[src/rtl/tatsujin_pkg.sv]
// Shared types for the note-lane game: sequencer states, lane bit positions
// and the 3-lane slice carried from the song ROM to the lane shifters.
package tatsujin_pkg;

    typedef enum logic [2:0] {
        ST_IDLE,
        ST_COUNTDOWN,
        ST_PLAY,
        ST_FLUSH,
        ST_PAUSE,
        ST_DONE
    } state_e;

    localparam int LANE_RED    = 2;
    localparam int LANE_YELLOW = 1;
    localparam int LANE_BLUE   = 0;

    typedef logic [2:0] slice_t;

endpackage

[src/rtl/beat_divider.sv]
// Beat divider: counts 0..BEAT_DIV-1 while enabled, holds when disabled,
// and flags the wrap cycle as the beat tick.
module beat_divider #(
    parameter int BEAT_DIV = 2_500_000,
    parameter int CNT_W    = $clog2(BEAT_DIV)
) (
    input  logic             clk,
    input  logic             reset_b,
    input  logic             en_i,
    input  logic             clr_i,
    output logic [CNT_W-1:0] count_o,
    output logic             tick_o
);

    logic [CNT_W-1:0] count_q, count_d;

    assign tick_o  = en_i && (count_q == CNT_W'(BEAT_DIV - 1));
    assign count_o = count_q;

    always_comb begin
        count_d = count_q;
        if (clr_i || tick_o) count_d = '0;
        else if (en_i)       count_d = count_q + 1'b1;
    end

    always_ff @(posedge clk or negedge reset_b) begin
        if (!reset_b) count_q <= '0;
        else          count_q <= count_d;
    end

endmodule

[src/rtl/song_sequencer.sv]
// Song sequencer: countdown, then one ROM slice shifted into the lanes per
// beat, then VIEW empty shifts to flush the visible window before DONE.
module song_sequencer
    import tatsujin_pkg::*;
#(
    parameter int SONG_LEN        = 100,
    parameter int BEAT_DIV        = 2_500_000,
    parameter int COUNTDOWN_BEATS = 4,
    parameter int VIEW            = 26,
    parameter int ADDR_W          = $clog2(SONG_LEN)
) (
    input  logic              clk,
    input  logic              reset_b,
    input  logic              start,
    input  logic              pause_toggle,
    input  logic              abort,
    output logic [ADDR_W-1:0] rom_addr,
    input  slice_t            rom_data,
    output logic              shift_en,
    output slice_t            note_in,
    output logic              clear_lanes,
    output logic              beat_tick,
    output logic [2:0]        countdown,
    output logic              busy,
    output logic              paused,
    output logic              done
);

    localparam int FLUSH_W = $clog2(VIEW + 1);
    localparam int DIV_W   = $clog2(BEAT_DIV);

    state_e               state_q, state_d, ret_q, ret_d, tgt;
    logic [ADDR_W-1:0]    addr_q, addr_d;
    logic [2:0]           cd_q, cd_d;
    logic [FLUSH_W-1:0]   flush_q, flush_d;
    logic                 shift_q, shift_d, clear_q, clear_d;
    slice_t               note_q, note_d;
    logic                 tick, div_en, div_clr;
    logic [DIV_W-1:0]     div_cnt_unused;

    assign div_en  = state_q inside {ST_COUNTDOWN, ST_PLAY, ST_FLUSH};
    assign div_clr = state_q inside {ST_IDLE, ST_DONE};

    beat_divider #(.BEAT_DIV(BEAT_DIV), .CNT_W(DIV_W)) u_div (
        .clk     (clk),
        .reset_b (reset_b),
        .en_i    (div_en),
        .clr_i   (div_clr),
        .count_o (div_cnt_unused),
        .tick_o  (tick)
    );

    always_comb begin
        state_d = state_q;
        ret_d   = ret_q;
        addr_d  = addr_q;
        cd_d    = cd_q;
        flush_d = flush_q;
        shift_d = 1'b0;
        note_d  = '0;
        clear_d = 1'b0;
        tgt     = state_q;
        if (abort) begin
            state_d = ST_IDLE;
            clear_d = 1'b1;
            addr_d  = '0;
            cd_d    = '0;
            flush_d = '0;
        end else begin
            if (tick) begin
                case (state_q)
                    ST_COUNTDOWN: begin
                        if (cd_q <= 3'd1) begin
                            tgt  = ST_PLAY;
                            cd_d = '0;
                        end else begin
                            cd_d = cd_q - 3'd1;
                        end
                    end
                    ST_PLAY: begin
                        shift_d = 1'b1;
                        note_d  = rom_data;
                        if (addr_q == ADDR_W'(SONG_LEN - 1)) tgt = ST_FLUSH;
                        else                                 addr_d = addr_q + 1'b1;
                    end
                    ST_FLUSH: begin
                        shift_d = 1'b1;
                        if (flush_q >= FLUSH_W'(VIEW - 1)) begin
                            tgt     = ST_DONE;
                            flush_d = FLUSH_W'(VIEW);
                        end else begin
                            flush_d = flush_q + 1'b1;
                        end
                    end
                    default: ;
                endcase
            end
            state_d = tgt;
            // A toggle on a tick cycle pauses into wherever the tick leads.
            if (pause_toggle) begin
                if (state_q == ST_PAUSE) begin
                    state_d = ret_q;
                end else if (tgt inside {ST_COUNTDOWN, ST_PLAY, ST_FLUSH}) begin
                    state_d = ST_PAUSE;
                    ret_d   = tgt;
                end
            end
            if (start && (state_q inside {ST_IDLE, ST_DONE})) begin
                state_d = ST_COUNTDOWN;
                cd_d    = 3'(COUNTDOWN_BEATS);
                addr_d  = '0;
                flush_d = '0;
                clear_d = 1'b1;
            end
        end
    end

    always_ff @(posedge clk or negedge reset_b) begin
        if (!reset_b) begin
            state_q <= ST_IDLE;
            ret_q   <= ST_IDLE;
            addr_q  <= '0;
            cd_q    <= '0;
            flush_q <= '0;
            shift_q <= 1'b0;
            note_q  <= '0;
            clear_q <= 1'b0;
        end else begin
            state_q <= state_d;
            ret_q   <= ret_d;
            addr_q  <= addr_d;
            cd_q    <= cd_d;
            flush_q <= flush_d;
            shift_q <= shift_d;
            note_q  <= note_d;
            clear_q <= clear_d;
        end
    end

    assign rom_addr    = addr_q;
    assign shift_en    = shift_q;
    assign note_in     = note_q;
    assign clear_lanes = clear_q;
    assign beat_tick   = tick;
    assign countdown   = cd_q;
    assign busy        = state_q inside {ST_COUNTDOWN, ST_PLAY, ST_FLUSH, ST_PAUSE};
    assign paused      = (state_q == ST_PAUSE);
    assign done        = (state_q == ST_DONE);

endmodule

[config.mk]
export PLATFORM = sky130hd
export DESIGN_NAME = song_sequencer
export DESIGN_NICKNAME = d
export VERILOG_FILES = /design/src/rtl/tatsujin_pkg.sv /design/src/rtl/beat_divider.sv /design/src/rtl/song_sequencer.sv
export SDC_FILE = /design/constraint.sdc
export NUM_CORES = 1
export LEC_CHECK = 0
export CAP_MARGIN = 5
export CORE_ASPECT_RATIO = 1.75
export CORE_MARGIN = 5
export CORE_UTILIZATION = 45
export DETAILED_ROUTE_END_ITERATION = 10
export GPL_TIMING_DRIVEN = 0
export PLACE_DENSITY = 0.79
export SYNTH_ARGS = -nofsm -noshare
export SYNTH_HDL_FRONTEND = slang
export SYNTH_HIERARCHICAL = 1
export SYNTH_SLANG_ARGS = --single-unit
[constraint.sdc]
create_clock -name clk -period 2.25 [get_ports clk]
set_input_delay 0.225 -clock clk [delete_from_list [all_inputs] [get_ports clk]]
set_output_delay 0.225 -clock clk [all_outputs]
set_load 0.02 [all_outputs]
==> flow_metrics.env, run 1 <==
export IMPL_outcome="finished with violations"
export IMPL_failed_checks="negative setup slack"
export IMPL_slowest_delay_ns=0.38
export IMPL_syn_nets=270
export IMPL_cts_buffers=5
export IMPL_setup_ws_ns=-0.0629
export IMPL_synth_largest_area_cell="dfrtp_1"
export IMPL_viasPerCell=5.37
export IMPL_htreeDepth=2
export IMPL_grtUsageMet2_pct=33.4
export IMPL_synth_top_flop_cell="dfrtp_1"
export IMPL_synth_common_cells="dfrtp_1, nor2_1, nand2_1"
export IMPL_root_buffer="clkbuf_8"
export IMPL_fin_nets=322
export IMPL_numPortBuffers=26
export IMPL_critPathArrivalTime_ns=2.56
export IMPL_fin_crit_ns=2.31
export IMPL_required_ns=2.50
export IMPL_cp_max_fo=5
export IMPL_hold_viol=0
export IMPL_path_cells="buf_6 -> nor2_4 -> nor2_2 -> buf_6 -> and4_4 -> nand4_1 -> nor2_4 -> nor2b_4 -> nor3b_4 -> nand2_1 -> mux2_4 -> nor2_4"
export IMPL_yosys_warnings=6
export IMPL_peakVddDrop_uv=365
export IMPL_slew_headroom_pct=62.6
export IMPL_cts_tree="yes"
export IMPL_cp_start_kind="flop"
export IMPL_initial_core_util_pct=46.0
export IMPL_worst_path_buf_inv=2
export IMPL_crit_family="simple AND/OR/NAND/NOR gates"
export IMPL_place_area_sq_um=2940
export IMPL_power_density_nw_per_um2=475
export IMPL_grt_overflow_total=0
export IMPL_drc=0
export IMPL_antenna_cells=0
export IMPL_ant_nets=0
export IMPL_cts_clk_slew_worst_paths_ns=0.09
export IMPL_p_leak_nw=1.34
export IMPL_crit_path_end_kind="flop"
export IMPL_tightest_slew_ns=0.562
export IMPL_fin_skew_ns=0.00485
export IMPL_synth_area_leaders="dfrtp_1, nor2_1, xnor2_1"
export IMPL_report_final_slew_viol_count=0
export IMPL_synthDistinctLibCells=51
export IMPL_finalPower_mw=1.55
export IMPL_max_freq_ghz=0.432
export IMPL_drt_iter0_drc=79
export IMPL_setup_tns_final_ns=-0.238
export IMPL_fin_crit_sh_pct=103
export IMPL_grt_pass1_wl_mm=9.91
export IMPL_synth_edf_count=0
export IMPL_hold_class="input port to asynchronous set/reset pin"
export IMPL_grt_busiest_layer="met2"
export IMPL_gr_usage_all_layers_pct=17.7
export IMPL_place_ws_ns=-0.310
export IMPL_post_synth_top_count_cell="dfrtp_1"
export IMPL_antenna_found_initial=0
export IMPL_grt_use_met3_pct=3.71
export IMPL_num_rows=36
export IMPL_stdcell_area_sq_um=3270
export IMPL_synthesis_area_sq_um=2530
export IMPL_clk_latency_ns=0.30
export IMPL_slowest_stage="dfrtp_1"
export IMPL_clock_sinks=48
export IMPL_final_util_pct=59.5
export IMPL_layout_drive_gt1_share_pct=23.0
export IMPL_die_h_microns=109
export IMPL_synth_top_area_share_pct=47.5
export IMPL_firstDrtPassIters=4
export IMPL_rsz0062_at_grt="yes"
export IMPL_ioPinCount=27
export IMPL_setup_violations=5
export IMPL_cp_common_cell="nor2_4"
export IMPL_cts_max_path_buffers=2
export IMPL_wirelength_mm=5.88
export IMPL_syn_inst=256
export IMPL_path_class="flop to flop"
export IMPL_ys_seq_elements=48
export IMPL_grt_max_degree=26
export IMPL_grt_pass1_vias=2258
export IMPL_grt_util_met1_pct=17.7
export IMPL_dieArea_sq_um=7270
export IMPL_die_w_microns=66.6
export IMPL_fillers=462
export IMPL_gp_congestion=0.831
export IMPL_max_cap_violations=0
export IMPL_drt_wirelength_per_cell_microns=15.3
export IMPL_num_vias=2069
export IMPL_dp_cells=359
export IMPL_core_sq_um=5500
export IMPL_syn_to_final_growth_pct=29.5
export IMPL_instances_no_fill=385
export IMPL_yosysSeqAreaShare_pct=47.5
export IMPL_async_flop_share_pct=100
export IMPL_dpl_hpwl_mm=4.26
export IMPL_whs_ns=0.454
export IMPL_syn_area_per_cell_sq_um=9.87
==> metal layers <==
metal,vias up,wire length [microns]
li1,1005,-
met1,1015,2140
met2,37,3480
met3,12,143
met4,0,121
met5,-,0
==> area by class of cell <==
class	instances	area, sq um	share of cell area, %
Clock buffer	7	86.3	2.64
Timing Repair Buffer	46	420	12.8
Sequential cell	48	1200	36.7
Buffer	8	65.1	1.99
Clock inverter	1	7.51	0.229
Inverter	9	33.8	1.03
Tap cell	76	95.1	2.91
Multi-Input combinational cell	190	1360	41.6
==> power breakdown <==
part | switching (mW) | internal [mW] | leakage, nW
Clock | 0.285 | 0.250 | 0.0445
Combinational | 0.0866 | 0.0574 | 0.632
Sequential | 0.00523 | 0.869 | 0.663
Total | 0.376 | 1.18 | 1.34
==> sequential cells by signal, summed over array words and instances, names as in the netlist <==
register,cells
state_q,3
rom_addr,7
u_div/count_o,22
ret_q,3
flush_q,5
clear_lanes,1
note_in,3
countdown,3
shift_en,1
==> layout by cell type, fill, tap and decap left out, types with 3 or more instances in the layout <==
cell,instances
a21oi_1,11
a21oi_2,3
and2_1,5
buf_2,3
buf_4,19
buf_6,4
clkbuf_8,6
clkdlybuf4s50_1,23
dfrtp_1,47
ha_1,6
inv_1,9
mux2i_1,3
nand2_1,19
nand3_1,8
nand4_1,6
nor2_1,29
nor2_4,5
nor2b_1,3
nor3_1,4
nor3_2,3
nor4_1,3
o21ai_0,9
or3_1,6
or4_4,3
xnor2_1,10
xor2_1,9
==> logic make-up (layout without fill, tap and decap cells) <==
group | Yosys count | in the layout | share of synthesized area, %
XOR/XNOR | 20 | 20 | 6.93
flip-flops | 48 | 48 | 47.5
AND/OR/NAND/NOR | 118 | 118 | 26.5
AO/OA/AOI/OAI | 40 | 40 | 10.1
adder cells (fa/ha/maj) | 6 | 6 | 2.97
multiplexers | 6 | 6 | 2.53
buffers and inverters | 18 | 71 | 3.37
==> final timing paths <==
path                            slack, ns           end        start  cells after the start
worst max-delay path                -0.06  countdown[0]   state_q[1]                     12
worst min-delay path                 0.45  countdown[0]      reset_b                      2
worst max register to register      -0.06  countdown[0]   state_q[1]                     12
worst min register to register       0.51      ret_q[0]     ret_q[0]                      1
max in group asynchronous            1.26    state_q[2]      reset_b                      3
min in group clk                     0.48    note_in[2]  rom_data[2]                      2
==> worst register-to-register path: cells and delay by family (launching register included) <==
kind | cells | cell delay (ns)
DFF | 1 | 0.38
buffers and inverters | 2 | 0.21
muxes | 1 | 0.29
and+or+nand+nor | 9 | 1.38
==> repair_timing <==
| item | CTS | global route |
|---|---|---|
| hold endpoints to repair | 23 | 0 |
| gates resized for setup | 6 | 23 |
| pin swaps | 3 | 13 |
| setup buffers | 13 | 5 |
| hold buffers | 1 | 0 |
| gates cloned | 0 | 0 |
| setup endpoints to repair | 31 | 41 |
(Power assumes the default switching activity.)
==> run 2, diff against run 1 <==
--- a/config.mk
+++ b/config.mk
@@ -5,13 +5,14 @@
 export SDC_FILE = /design/constraint.sdc
 export NUM_CORES = 1
 export LEC_CHECK = 0
+export ABC_CLOCK_PERIOD_IN_PS = 2200
 export CAP_MARGIN = 5
 export CORE_ASPECT_RATIO = 1.75
 export CORE_MARGIN = 5
-export CORE_UTILIZATION = 45
+export CORE_UTILIZATION = 56
 export DETAILED_ROUTE_END_ITERATION = 10
 export GPL_TIMING_DRIVEN = 0
-export PLACE_DENSITY = 0.79
+export PLACE_DENSITY = 0.9
 export SYNTH_ARGS = -nofsm -noshare
 export SYNTH_HDL_FRONTEND = slang
 export SYNTH_HIERARCHICAL = 1
==> constraint.sdc (replaced) <==
create_clock -name clk -period 2.2 [get_ports clk]
set_input_delay 0.22 -clock clk [delete_from_list [all_inputs] [get_ports clk]]
set_output_delay 0.22 -clock clk [all_outputs]
set_load 0.02 [all_outputs]
==> flow_metrics.env, run 2 (synthesized netlist as in run 1, its figures left out) <==
export IMPL_outcome="finished with violations"
export IMPL_failed_checks="negative setup slack"
export IMPL_cp_common_cell="nor2_4"
export IMPL_setup_ws_ns=-0.120
export IMPL_cts_buffers=5
export IMPL_gr_usage_all_layers_pct=23.6
export IMPL_endpoint="flush_q[3]"
export IMPL_max_cap_violations=0
export IMPL_grt_pass1_vias=2411
export IMPL_instances_no_fill=361
export IMPL_path_cells="buf_6 -> nor2_4 -> nor2_4 -> and4_1 -> nand4_1 -> nor2_4 -> nor2b_4 -> and3_4 -> o21ai_1 -> nor2b_1 -> a311oi_1"
export IMPL_startpoint="state_q[1]"
export IMPL_grt_overflow_total=0
export IMPL_p_leak_nw=1.36
export IMPL_fin_skew_ns=0.00662
export IMPL_cts_max_path_buffers=2
export IMPL_fillers=269
export IMPL_rrSetupSlack_ns=-0.12
export IMPL_r2r_start="state_q[1]"
export IMPL_hold_viol=0
export IMPL_reg2reg_depth=11
export IMPL_grt_max_degree=33
export IMPL_viasPerCell=6.15
export IMPL_power_density_nw_per_um2=508
export IMPL_syn_to_final_growth_pct=31.8
export IMPL_root_buffer="clkbuf_8"
export IMPL_layout_drive_gt1_share_pct=25.2
export IMPL_fin_crit_sh_pct=105
export IMPL_num_rows=32
export IMPL_cp_start_kind="flop"
export IMPL_num_vias=2219
export IMPL_final_util_pct=75.6
export IMPL_grt_pass1_wl_mm=10.9
export IMPL_gp_congestion=0.856
export IMPL_clock_sinks=48
export IMPL_initial_core_util_pct=57.4
export IMPL_rsz0062_at_grt="yes"
export IMPL_clk_latency_ns=0.30
export IMPL_tightest_slew_ns=0.631
export IMPL_slowest_stage="dfrtp_1"
export IMPL_cp_max_fo=5
export IMPL_setup_violations=11
export IMPL_wirelength_mm=6.69
export IMPL_required_ns=2.40
export IMPL_setup_tns_final_ns=-0.556
export IMPL_final_common_cell="dfrtp_1"
export IMPL_ant_nets=0
export IMPL_critPathArrivalTime_ns=2.52
export IMPL_largest_reg_flops=22
export IMPL_antenna_found_initial=0
export IMPL_drc=0
export IMPL_dieArea_sq_um=6010
export IMPL_dpl_hpwl_mm=4.10
export IMPL_drt_iter0_drc=129
export IMPL_multi_input_area_sq_um=1420
export IMPL_antenna_cells=0
export IMPL_fin_crit_ns=2.32
export IMPL_register_area_sq_um=1200
export IMPL_drt_wirelength_per_cell_microns=18.5
export IMPL_ioPinCount=27
export IMPL_r2r_end="flush_q[3]"
export IMPL_report_final_slew_viol_count=0
export IMPL_core_sq_um=4400
export IMPL_slowest_delay_ns=0.37
export IMPL_hold_class="input port to asynchronous set/reset pin"
export IMPL_die_h_microns=98.9
export IMPL_fin_nets=323
export IMPL_layout_common_cells="dfrtp_1, nor2_1, clkdlybuf4s50_1"
export IMPL_crit_path_end_kind="flop"
export IMPL_peakVddDrop_uv=469
export IMPL_dp_cells=334
export IMPL_firstDrtPassIters=5
export IMPL_numPortBuffers=26
export IMPL_cts_tree="yes"
export IMPL_htreeDepth=2
export IMPL_slew_headroom_pct=57.8
export IMPL_cts_clk_slew_worst_paths_ns=0.09
export IMPL_max_freq_ghz=0.431
export IMPL_path_class="flop to flop"
export IMPL_die_w_microns=60.8
## run 2: cell types whose count changed in the layout (fill, tap and decap cells not counted), moves of 2 or more
cell and delta:
a22oi_2 +2, clkbuf_2 -2, nand3_2 +2, a22oi_1 -2
buf_6 +2
## run 2: per-layer routing
layer  global-route usage (%)  wire, microns
met1                     26.7           2500
met2                     41.4           3720
met3                     3.28            223
met4                     11.5            250
met5                        0              0
## run 2: worst min-delay path by stage
| stage | from | endpoint | slack, ns |
|---|---|---|---|
| after CTS | reset_b | u_div/count_o[16] | 0.38 |
| after detailed placement | reset_b | u_div/count_o[16] | 0.17 |
| after floorplan | reset_b | clear_lanes | -0.08 |
| final | reset_b | u_div/count_o[16] | 0.38 |
| after global routing | reset_b | u_div/count_o[16] | 0.40 |
| after global placement | flush_q[4] | flush_q[4] | 0.49 |
## run 2: layout make-up
cell class	count	share of cell area [%]
multi-input combinational	190	42.7
clock inverter	3	1.28
sequential	48	36.1
tap	51	1.92
clock buffer	5	2.07
buffer	7	1.54
timing repair buffer	48	13.4
inverter	9	1.01
## run 2: report_power, final
| group | switching, mW | internal, mW |
|---|---|---|
| registers | 0.00614 | 0.889 |
| clock network | 0.301 | 0.336 |
| logic | 0.0969 | 0.0615 |
| total | 0.404 | 1.29 |
## run 2: what timing repair did
item	CTS	global route
endpoints found under the setup margin	44	38
hold endpoints to repair	16	0
buffers inserted	16	4
hold buffers	1	0
gates resized for setup	10	24
pin swaps	6	16
## run 2: critical path, delay by kind of cell, from the launching register on
| family | cells | cell delay [ns] |
|---|---|---|
| simple gates | 8 | 1.43 |
| compound gates | 2 | 0.31 |
| flops | 1 | 0.37 |
| buf+inv | 1 | 0.11 |
## run 2: through the flow
step           total power, mW  worst slack (ns)  cell area [sq um]  hold slack, ns
6_report                  1.69            -0.120               3330           0.382
2_1_floorplan            0.976            -0.128               2590         -0.0756
5_1_grt                   1.76            -0.216               3330           0.405
3_3_place_gp              1.03            -0.416               2910           0.487
4_1_cts                   1.69           -0.0681               3190           0.380
3_5_place_dp              1.04            -0.351               2930           0.171
